--- config.mk ---
export PLATFORM = sky130hd
export DESIGN_NAME = pr_read_arbiter
export DESIGN_NICKNAME = d
export VERILOG_FILES = /design/src/rtl/pr_read_arbiter.sv
export SDC_FILE = /design/constraint.sdc
export NUM_CORES = 1
export LEC_CHECK = 0
export CAP_MARGIN = 25
export CORE_AREA = 2 2 711 713
export CTS_CLUSTER_SIZE = 30
export DETAILED_ROUTE_END_ITERATION = 10
export DIE_AREA = 0 0 713 715
export HOLD_SLACK_MARGIN = 0.15
export PLACE_DENSITY_LB_ADDON = 0.1
export SYNTH_ARGS = -nofsm -noshare
export SYNTH_HDL_FRONTEND = slang
export SYNTH_SLANG_ARGS = --single-unit
--- constraint.sdc ---
create_clock -name clk -period 7.45 [get_ports clk]
set_clock_uncertainty 0.15 [all_clocks]
set_input_delay 0.745 -clock clk [delete_from_list [all_inputs] [get_ports clk]]
set_output_delay 0.745 -clock clk [all_outputs]
set_load 0.01 [all_outputs]
--- src/rtl/pr_read_arbiter.sv ---
// pr_read_arbiter
// Shares one AXI read channel (AR + R) between two PageRank read requesters:
// requester 0 is the vertex-array fetcher and requester 1 is the in-edge
// fetcher. AR requests are granted round-robin and tagged with the requester
// index on arid_m. Returning R beats are steered back to the owner by rid_m.
// A per-requester count of outstanding beats stops a requester from asking
// for more data than its destination buffer can hold.
//
// Ports
//   clk, rst                      clock, synchronous active-high reset
//   rqN_arvalid/araddr/arlen      request from requester N (N = 0, 1)
//   rqN_arready                   single-cycle grant pulse to requester N
//   rqN_rvalid/rdata/rlast        R beat delivered to requester N
//   rqN_rready                    requester N can take a beat
//   arid_m..arready_m             AXI AR channel towards the shell
//   rid_m..rready_m               AXI R channel from the shell
//   busy                          AR pending or beats still outstanding
//   err                           sticky: unknown rid, bad rresp, underflow
module pr_read_arbiter #(
    parameter int MAX_BEATS = 16,
    parameter int CNT_W     = 5
) (
    input  logic         clk,
    input  logic         rst,

    input  logic         rq0_arvalid,
    input  logic [63:0]  rq0_araddr,
    input  logic [7:0]   rq0_arlen,
    output logic         rq0_arready,
    output logic         rq0_rvalid,
    output logic [511:0] rq0_rdata,
    output logic         rq0_rlast,
    input  logic         rq0_rready,

    input  logic         rq1_arvalid,
    input  logic [63:0]  rq1_araddr,
    input  logic [7:0]   rq1_arlen,
    output logic         rq1_arready,
    output logic         rq1_rvalid,
    output logic [511:0] rq1_rdata,
    output logic         rq1_rlast,
    input  logic         rq1_rready,

    output logic [15:0]  arid_m,
    output logic [63:0]  araddr_m,
    output logic [7:0]   arlen_m,
    output logic [2:0]   arsize_m,
    output logic         arvalid_m,
    input  logic         arready_m,

    input  logic [15:0]  rid_m,
    input  logic [511:0] rdata_m,
    input  logic [1:0]   rresp_m,
    input  logic         rlast_m,
    input  logic         rvalid_m,
    output logic         rready_m,

    output logic         busy,
    output logic         err
);

    // Wide enough that out + arlen + 1 can never wrap.
    localparam int SUM_W = ((CNT_W > 8) ? CNT_W : 8) + 2;

    logic [CNT_W-1:0] out0, out1;
    logic [CNT_W-1:0] out0_next, out1_next;
    logic             last_gnt;
    logic [SUM_W-1:0] need0, need1;
    logic             elig0, elig1;
    logic             ar_free;
    logic             gnt0, gnt1;
    logic             arvalid_next;
    logic             rid_is0, rid_is1;
    logic             beat0, beat1;
    logic             err_next;

    assign arsize_m = 3'b110;

    // A requester may only ask for beats that still fit in its buffer,
    // judged against the registered count.
    assign need0 = SUM_W'(out0) + SUM_W'(rq0_arlen) + SUM_W'(1);
    assign need1 = SUM_W'(out1) + SUM_W'(rq1_arlen) + SUM_W'(1);
    assign elig0 = rq0_arvalid && (need0 <= SUM_W'(MAX_BEATS));
    assign elig1 = rq1_arvalid && (need1 <= SUM_W'(MAX_BEATS));

    // The AR register can take a new request when empty or being emptied
    // this very cycle, which gives back-to-back grants.
    assign ar_free = !arvalid_m || arready_m;

    // On a tie the requester that did not win last time goes first.
    assign gnt0 = ar_free && elig0 && (!elig1 || last_gnt);
    assign gnt1 = ar_free && elig1 && (!elig0 || !last_gnt);

    assign rq0_arready = gnt0;
    assign rq1_arready = gnt1;

    // R steering is purely combinational; beats with an unknown id are
    // always accepted so they cannot stall the channel.
    assign rid_is0    = (rid_m == 16'd0);
    assign rid_is1    = (rid_m == 16'd1);
    assign rq0_rvalid = rvalid_m && rid_is0;
    assign rq1_rvalid = rvalid_m && rid_is1;
    assign rq0_rdata  = rdata_m;
    assign rq1_rdata  = rdata_m;
    assign rq0_rlast  = rlast_m;
    assign rq1_rlast  = rlast_m;
    assign rready_m   = rid_is0 ? rq0_rready : (rid_is1 ? rq1_rready : 1'b1);

    assign beat0 = rvalid_m && rready_m && rid_is0;
    assign beat1 = rvalid_m && rready_m && rid_is1;

    // Next values of the counters, AR valid and error flag. A beat arriving
    // at a zero count is flagged and the counter stays at zero instead of
    // wrapping. Truncating arlen+1 is safe because eligibility keeps the
    // total at or below MAX_BEATS.
    always_comb begin
        out0_next    = out0;
        out1_next    = out1;
        arvalid_next = arvalid_m && !arready_m;
        err_next     = err;

        if (gnt0) begin
            out0_next = out0_next + CNT_W'(rq0_arlen) + CNT_W'(1);
        end
        if (beat0 && (out0 != '0)) begin
            out0_next = out0_next - CNT_W'(1);
        end
        if (gnt1) begin
            out1_next = out1_next + CNT_W'(rq1_arlen) + CNT_W'(1);
        end
        if (beat1 && (out1 != '0)) begin
            out1_next = out1_next - CNT_W'(1);
        end

        if (gnt0 || gnt1) begin
            arvalid_next = 1'b1;
        end

        if (rvalid_m && !rid_is0 && !rid_is1) begin
            err_next = 1'b1;
        end
        if (rvalid_m && rready_m && (rresp_m != 2'b00)) begin
            err_next = 1'b1;
        end
        if ((beat0 && (out0 == '0)) || (beat1 && (out1 == '0))) begin
            err_next = 1'b1;
        end
    end

    // State register. busy is registered from the next-state values so it
    // always reflects the AR register and counters currently held.
    always_ff @(posedge clk) begin
        if (rst) begin
            arvalid_m <= 1'b0;
            arid_m    <= '0;
            araddr_m  <= '0;
            arlen_m   <= '0;
            out0      <= '0;
            out1      <= '0;
            last_gnt  <= 1'b1;
            err       <= 1'b0;
            busy      <= 1'b0;
        end else begin
            arvalid_m <= arvalid_next;
            out0      <= out0_next;
            out1      <= out1_next;
            err       <= err_next;
            busy      <= arvalid_next || (out0_next != '0) || (out1_next != '0);
            if (gnt0) begin
                arid_m   <= 16'd0;
                araddr_m <= rq0_araddr;
                arlen_m  <= rq0_arlen;
                last_gnt <= 1'b0;
            end else if (gnt1) begin
                arid_m   <= 16'd1;
                araddr_m <= rq1_araddr;
                arlen_m  <= rq1_arlen;
                last_gnt <= 1'b1;
            end
        end
    end

endmodule

Word level (Yosys, flattened, before mapping):

Index checks and enable logic that the tools add are counted.
W data, S select, Z words.

* equal/unequal tests: 1
* reductions and logical operators: 44
* order comparisons: 2
* mux-type cells: 16
* $add $sub $neg: 10

Operator list (number)
* $mux W64: 2
* $add A9 B1 Y10 const B: 2
* $le A10 B5 Y1 const B: 2
* $mux W5: 4
* $reduce_bool A5 Y1: 4
* $logic_and A1 B1 Y1: 19
* $add A5 B8 Y9: 2
* $eq A16 B1 Y1 const B: 1
* $logic_not A16 Y1: 1
* $mux W8: 2
* $add A5 B1 Y5 const B: 2
* $add A5 B5 Y5: 2
* $logic_not A5 Y1: 2
* $sub A5 B1 Y5 const B: 2
* $mux W1: 8
* $logic_not A1 Y1: 7
* $logic_or A1 B1 Y1: 7
* $reduce_bool A2 Y1: 2
* $reduce_bool A3 Y1: 1
* $reduce_or A2 Y1: 1

* logic and storage cells: 82
* output and inout bits: 1125
* register bits: 87

Longest topological paths before layout:

Gate-level depths: netlist of run 1.

* word-level depth: 13
* gate-level depth with buffers: 20
* depth with buffers taken out: 19

Worst setup path after synthesis of run 1:

No wires, ideal clock.

* kind: input -> register
* from: input port rq0_arlen[0]
* to: register busy
* slack: 2622 ps
* required time: 7163 ps
* arrival time: 4541 ps
* library setup time: 137 ps
* stages: 20
* cell sequence: inv_1 ha_1 inv_1 fa_1 and3_1 or3_4 nand4_2 o2111ai_2 or3_1 buf_4 buf_6 mux2i_1 ha_1 nand3b_1 or4_1 nor3_1 xnor2_1 mux2i_1 nor4b_2 a41oi_2

* longest elaborated chain between the ends: 12
* elaborated cells on any way between the ends: 23
* those cells by class: add/sub: 6; order compare: 1; mux: 5; reduce/logical: 11

RTL lines
* from (decl): line 28 `input logic [7:0] rq0_arlen,`
* $add A5 B8 Y9: line 81 `assign need0 = SUM_W'(out0) + SUM_W'(rq0_arlen) + SUM_W'(1);`
* $add A9 B1 Y10: line 81
* $le A10 B5 Y1: line 83 `assign elig0 = rq0_arvalid && (need0 <= SUM_W'(MAX_BEATS));`
* $logic_and A1 B1 Y1: line 83
* $logic_and A1 B1 Y1 / $logic_not A1 Y1 (equally long branches): line 91, 92
* $logic_and A1 B1 Y1 / $logic_or A1 B1 Y1 (equally long branches): line 91, 92
* $mux W5 / $logic_and A1 B1 Y1 (equally long branches): line 122, 92
* $sub A5 B1 Y5 / $mux W5 (equally long branches): line 126, 128
* $mux W5 / $sub A5 B1 Y5 (equally long branches): line 125, 132
* $reduce_bool A5 Y1 / $mux W5 (equally long branches): line 168, 131
* $logic_or A1 B1 Y1 / $reduce_bool A5 Y1 (equally long branches): line 168 `busy <= arvalid_next || (out0_next != '0) || (out1_next != '0);`
* $logic_or A1 B1 Y1 (*): line 168
* to (signal assigned): line 168
* to (decl): line 58 `output logic busy,`

Every way passes the cells marked *; elsewhere a longest branch is shown, timed or not.
A chain may end at the register's enable or synchronous reset.

Worst setup path in the final report of run 1:

* from: input port rq0_arlen[0]
* to: output port rq0_arready

* longest elaborated chain between the ends: 6

RTL lines
* $add A5 B8 Y9: line 81
* $add A9 B1 Y10: line 81
* $le A10 B5 Y1: line 83
* $logic_and A1 B1 Y1: line 83
* $logic_and A1 B1 Y1 (2 in a row): line 91 `assign gnt0 = ar_free && elig0 && (!elig1 || last_gnt);`
* to (decl): line 29 `output logic rq0_arready,`

No other way between the ends.

==> results of run 1 <==
per-layer routing:
| layer | share of wire | up-vias | GRT usage |
|---|---|---|---|
| met3 | 0.33 | 399 | 0.156 |
| met4 | 0.057 | 46 | 0.0490 |
| met5 | 0.0041 | - | 0.0131 |
| li1 | - | 2436 | - |
| met2 | 0.45 | 2076 | 0.161 |
| met1 | 0.15 | 3056 | 0.0426 |
sequential cells by signal, indices dropped and copies added (netlist names):
signal / count
araddr_m: 64
arlen_m: 8
out0: 5
out1: 5
arid_m: 1
arvalid_m: 1
busy: 1
err: 1
last_gnt: 1
power by group through the flow:
| stage | Sequential, mW | Combinational [mW] | Clock, mW |
|---|---|---|---|
| 2_1_floorplan | 0.522 | 0.693 | 0 |
| 3_3_place_gp | 0.518 | 0.377 | 0 |
| 3_5_place_dp | 0.518 | 0.374 | 0 |
| 4_1_cts | 0.507 | 0.376 | 0.884 |
| 5_1_grt | 0.510 | 0.390 | 0.865 |
| 6_report | 0.506 | 0.357 | 0.771 |
worst max-delay path by stage:
stage	to	slack, ns	depth (start not counted)
detailed placement	busy	1.33	19
floorplan	busy	2.62	20
finish	rq0_arready	1.95	13
global route	rq0_arready	1.65	13
global placement	busy	1.24	19
CTS	rq0_arready	1.81	13
kinds of logic (layout without fill, tap and decap cells):
| group | count (synthesis) | after routing | synth area share |
|---|---|---|---|
| adder cells (fa/ha/maj) | 16 | 16 | 0.0169 |
| XOR/XNOR | 17 | 17 | 0.0117 |
| AO/OA/AOI/OAI | 108 | 108 | 0.0661 |
| buffers and inverters | 1094 | 291 | 0.637 |
| flip-flops | 87 | 87 | 0.137 |
| AND/OR/NAND/NOR | 161 | 161 | 0.0673 |
| other | 2 | 34 | 0.000591 |
| multiplexers | 79 | 79 | 0.0628 |
placed cells by master, fill, tap and decap left out, types with 9 or more instances in the layout:
cell type        Yosys  layout
a211oi_1            71      71
clkbuf_16            0      13
clkdlybuf4s50_1      0     249
conb_1               2      18
dfxtp_1             87      87
diode_2              0      16
ha_1                14      14
inv_1               11      11
mux2i_1             75      75
nand2_1              9       9
nor2_1              81      81
xnor2_1              9       9
layout make-up:
type	instances	area share
clock buffer	14	0.0204
multi-input combinational	399	0.182
antenna	16	0.00248
tap	6706	0.519
inverter	12	0.00294
sequential	87	0.108
clock inverter	3	0.00263
timing repair buffer	262	0.163
==> impl_metrics.env, run 1 <==
export IMPL_leakage_nw=3.33
export IMPL_io_buffers=250
export IMPL_hpwl_um=246000
export IMPL_fin_area_um2=16200
export IMPL_htreeDepth=3
export IMPL_clk_latency_ns=0.57
export IMPL_rsz0062_at_grt="no"
export IMPL_netlist_area_leader_share=0.619
export IMPL_critPathLaunch="rq0_arlen[0]"
export IMPL_antenna_found_initial=76
export IMPL_utilization=0.0321
export IMPL_grt_pass1_vias=7453
export IMPL_relSlewSlack=0.367
export IMPL_p_total_mw=1.63
export IMPL_status="complete, no violations"
export IMPL_coreArea_um2=503000
export IMPL_place_congestion=0.614
export IMPL_hold_path_class="reg2reg"
export IMPL_path_class="in2out"
export IMPL_power_density_nw_per_um2=101
export IMPL_globalRouteOverflowTotal=0
export IMPL_clock_sinks=87
export IMPL_reg2regPathDepth=18
export IMPL_crit_slowest_cell="or3_4"
export IMPL_vias=8013
export IMPL_instances_no_fill=7499
export IMPL_pre_cts_slack_ns=1.33
export IMPL_multiInputGateArea_um2=2940
export IMPL_dr_pass1_iters=4
export IMPL_holdBufCountCts=0
export IMPL_hold_start="arlen_m[6]"
export IMPL_cts_made_buffers=13
export IMPL_p_sw_mw=0.616
export IMPL_fill_cells=60100
export IMPL_rows=261
export IMPL_clkSlewWorstSetupHoldPaths_ns=0.10
export IMPL_fin_crit_sh=0.738
export IMPL_irDropWorstVdd_mv=0.0957
export IMPL_cp_max_fo=14
export IMPL_worst_slack_ns=1.95
export IMPL_synth_edf_count=0
export IMPL_whs_path_depth=1
export IMPL_yosysMostFrequentCell="buf_4"
export IMPL_ant_nets=0
export IMPL_root_buffer="clkbuf_16"
export IMPL_internal_power_mw=1.02
export IMPL_ys_types=64
export IMPL_synth_largest_area_cell="buf_4"
export IMPL_post_cts_resized=0
export IMPL_fmax_mhz=182
export IMPL_wl_per_cell_um=35.2
export IMPL_crit_path_start_kind="input port"
export IMPL_start_util=0.0253
export IMPL_async_flop_share=0
export IMPL_pwr_share_seq=0.310
export IMPL_end_kind="primary output"
export IMPL_hold_viol=0
export IMPL_hold_path_end="arlen_m[6]"
export IMPL_min_period_ns=5.50
export IMPL_drtIter0Drc=609
export IMPL_post_place_cells=7466
export IMPL_layout_drive_gt1_share=0.0682
export IMPL_fp_dieW_um=713
export IMPL_avgViaCountPerCell=1.07
export IMPL_crit_chain="clkdlybuf4s50_1, inv_1, ha_1, inv_1, fa_1, and3_1, or3_4, nand4_2, o2111ai_2, or3_4, buf_4, inv_1, clkdlybuf4s50_1"
export IMPL_die_height_um=715
export IMPL_netlist_area_um2=12700
export IMPL_regArea_um2=1740
export IMPL_grt_max_degree=48
export IMPL_cp_required_ns=6.55
export IMPL_r2r_slack_ns=2.36
export IMPL_synth_ff_type="dfxtp_1"
export IMPL_cts_setup_buffers=0
export IMPL_dieArea_um2=510000
export IMPL_max_stage_delay_ns=0.63
export IMPL_dpl_cell_area_um2=15800
export IMPL_maxSlewViolCount=0
export IMPL_nNetsFinal=1474
export IMPL_totalWireLength_um=264000
export IMPL_worst_pin_slew_ns=0.942
export IMPL_whs_ns=0.326
export IMPL_switching_share=0.377
export IMPL_crit_family="buffers and inverters"
export IMPL_drc_errors=0
export IMPL_cts_tree="yes"
export IMPL_grtUsageTotal=0.0997
export IMPL_worstReg2RegStart="out0[0]"
export IMPL_syn_avg_cell_area_um2=8.13
export IMPL_crit_buf_inv=6
export IMPL_synth_top_cells_by_count="buf_4 (1048), dfxtp_1 (87), nor2_1 (81)"
export IMPL_yosysSeqAreaShare=0.137
export IMPL_io_pin_count=1808
export IMPL_power_frac_clock=0.472
export IMPL_syn_to_final_growth_pct=27.2
export IMPL_r2r_end="busy"
export IMPL_cp_common_cell="inv_1"
export IMPL_synthTopCellsByArea="buf_4 (62%), dfxtp_1 (14%), mux2i_1 (5.9%), a211oi_1 (4.2%), nor2_1 (2.4%)"
export IMPL_yosysWarnings=0
export IMPL_grt_pass1_wl_um=284000
export IMPL_arrival_ns=4.60
export IMPL_syn_inst=1564
export IMPL_ys_seq_elements=87
export IMPL_setup_tns_ns=0
export IMPL_setup_viol=0
export IMPL_clock_tree_buffer_depth=3
export IMPL_maxCapViolCount=0
export IMPL_combPwrFrac=0.219
(Power assumes the default switching activity.)
==> run 2, diff against run 1 <==
--- a/config.mk
+++ b/config.mk
@@ -6,10 +6,10 @@
 export NUM_CORES = 1
 export LEC_CHECK = 0
 export CAP_MARGIN = 25
-export CORE_AREA = 2 2 711 713
+export CORE_AREA = 2 2 697 699
 export CTS_CLUSTER_SIZE = 30
 export DETAILED_ROUTE_END_ITERATION = 10
-export DIE_AREA = 0 0 713 715
+export DIE_AREA = 0 0 699 701
 export HOLD_SLACK_MARGIN = 0.15
 export PLACE_DENSITY_LB_ADDON = 0.1
 export SYNTH_ARGS = -nofsm -noshare
==> constraint.sdc (replaced) <==
create_clock -name clk -period 5.15 [get_ports clk]
set_clock_uncertainty 0.15 [all_clocks]
set_input_delay 0.515 -clock clk [delete_from_list [all_inputs] [get_ports clk]]
set_output_delay 0.515 -clock clk [all_outputs]
set_load 0.01 [all_outputs]
==> impl_metrics.env, run 2 (same netlist as run 1, synthesis figures left out) <==
export IMPL_max_flop_register="araddr_m"
export IMPL_leakage_nw=3.66
export IMPL_cp_common_cell="inv_1"
export IMPL_grt_pass1_wl_um=254000
export IMPL_root_buffer="clkbuf_16"
export IMPL_grt_max_degree=68
export IMPL_cts_made_buffers=13
export IMPL_hpwl_um=218000
export IMPL_layout_drive_gt1_share=0.133
export IMPL_avgViaCountPerCell=1.10
export IMPL_grtUsageTotal=0.0916
export IMPL_globalRouteOverflowTotal=0
export IMPL_post_cts_resized=0
export IMPL_coreArea_um2=482000
export IMPL_clk_latency_ns=0.55
export IMPL_hold_viol=0
export IMPL_die_height_um=701
export IMPL_pre_cts_slack_ns=-0.369
export IMPL_arrival_ns=5.07
export IMPL_clock_tree_buffer_depth=3
export IMPL_post_place_cells=7243
export IMPL_layout_common_cells="clkdlybuf4s50_1 (249), dfxtp_1 (87), nor2_1 (81), mux2i_1 (75), a211oi_1 (71)"
export IMPL_fmax_mhz=208
export IMPL_worst_pin_slew_ns=0.984
export IMPL_whs_ns=0.331
export IMPL_status="complete, no violations"
export IMPL_io_buffers=250
export IMPL_power_density_nw_per_um2=149
export IMPL_start_util=0.0264
export IMPL_drc_errors=0
export IMPL_setup_viol=0
export IMPL_fin_area_um2=16300
export IMPL_setup_tns_ns=0
export IMPL_largest_register_ffs=64
export IMPL_crit_buf_inv=7
export IMPL_crit_path_start_kind="input port"
export IMPL_htreeDepth=3
export IMPL_dr_pass1_iters=5
export IMPL_rows=255
export IMPL_holdBufCountCts=0
export IMPL_crit_slowest_cell="clkdlybuf4s50_1"
export IMPL_path_class="in2reg"
export IMPL_maxCapViolCount=0
export IMPL_maxSlewViolCount=0
export IMPL_instances_no_fill=7267
export IMPL_drtIter0Drc=489
export IMPL_totalWireLength_um=234000
export IMPL_irDropWorstVdd_mv=0.179
export IMPL_io_pin_count=1808
export IMPL_cp_max_fo=4
export IMPL_worst_slack_ns=0.347
export IMPL_end_kind="flip-flop"
export IMPL_cp_required_ns=5.42
export IMPL_fill_cells=57500
export IMPL_nNetsFinal=1532
export IMPL_clkSlewWorstSetupHoldPaths_ns=0.11
export IMPL_min_period_ns=4.80
export IMPL_fp_dieW_um=699
export IMPL_dpl_cell_area_um2=15900
export IMPL_p_total_mw=2.43
export IMPL_rsz0062_at_grt="no"
export IMPL_biggestRegsByFlops="araddr_m x64, arlen_m x8"
export IMPL_max_stage_delay_ns=0.45
export IMPL_hold_path_class="reg2reg"
export IMPL_cts_setup_buffers=0
export IMPL_cts_tree="yes"
export IMPL_vias=7965
export IMPL_ant_nets=0
export IMPL_crit_chain="clkdlybuf4s50_1, buf_12, inv_1, ha_1, inv_1, fa_1, buf_4, xnor2_1, nand4_1, nand4_2, o2111ai_2, or3_4, buf_4, mux2i_2, inv_1, ha_1, nand3b_1, or4_1, nor3_1, xnor2_1, mux2i_1, nor4b_2, a41oi_2"
export IMPL_wl_per_cell_um=32.2
export IMPL_crit_family="simple AND/OR/NAND/NOR gates"
export IMPL_layout_commonest_cell="clkdlybuf4s50_1"
export IMPL_relSlewSlack=0.344
export IMPL_clock_sinks=87
export IMPL_fin_crit_sh=0.933
export IMPL_dieArea_um2=490000
export IMPL_grt_pass1_vias=7757
export IMPL_utilization=0.0339
export IMPL_syn_to_final_growth_pct=28.5
export IMPL_antenna_found_initial=46
export IMPL_place_congestion=0.679
==> run 2: cell count changes in the layout (fill, tap and decap cells not counted), sizes merged <==
cell      delta
clkinv       -1
diode        -9
buf         +58
clkinvlp     -1
bufinv       +2
==> run 2: layer usage <==
metal	GRT usage	routed length [µm]
met1	0.0414	37400
met4	0.0422	12400
met2	0.138	100000
met3	0.154	83000
met5	0.0127	983
==> run 2: cell type report <==
| type | count | area [µm²] | share of cell area |
|---|---|---|---|
| Tap cell | 6425 | 8040 | 0.492 |
| Timing Repair Buffer | 320 | 3130 | 0.191 |
| Multi-Input combinational cell | 399 | 2940 | 0.180 |
| Sequential cell | 87 | 1740 | 0.107 |
| Clock buffer | 14 | 329 | 0.0201 |
| Clock inverter | 3 | 90.1 | 0.00552 |
| Inverter | 12 | 47.5 | 0.00291 |
| Antenna cell | 7 | 17.5 | 0.00107 |
==> run 2: power breakdown <==
part	internal [mW]	total [mW]	switching [mW]
Sequential	0.708	0.733	0.0249
Combinational	0.284	0.547	0.263
Clock	0.611	1.15	0.540
==> run 2: worst paths after layout <==
check	from	endpoint	slack (ns)	cells after the start
worst max-delay path	rq0_arlen[0]	busy	0.35	23
worst min-delay path	arlen_m[6]	arlen_m[6]	0.33	1
worst max register to register	out1[0]	busy	0.44	19
worst min register to register	arlen_m[6]	arlen_m[6]	0.33	1
==> run 2: worst reg2reg max path: stages, from the launching register on <==
cell,delay (ns)
dfxtp_1,0.34
inv_1,0.12
ha_1,0.16
inv_1,0.05
fa_1,0.45
buf_4,0.17
xnor2_1,0.20
nand4_1,0.17
a41oi_1,0.28
o311a_1,0.34
or3_4,0.20
mux2i_1,0.26
ha_1,0.26
nand3b_1,0.08
or4_1,0.44
nor3_1,0.19
xnor2_1,0.15
mux2i_1,0.13
nor4b_2,0.31
a41oi_2,0.14
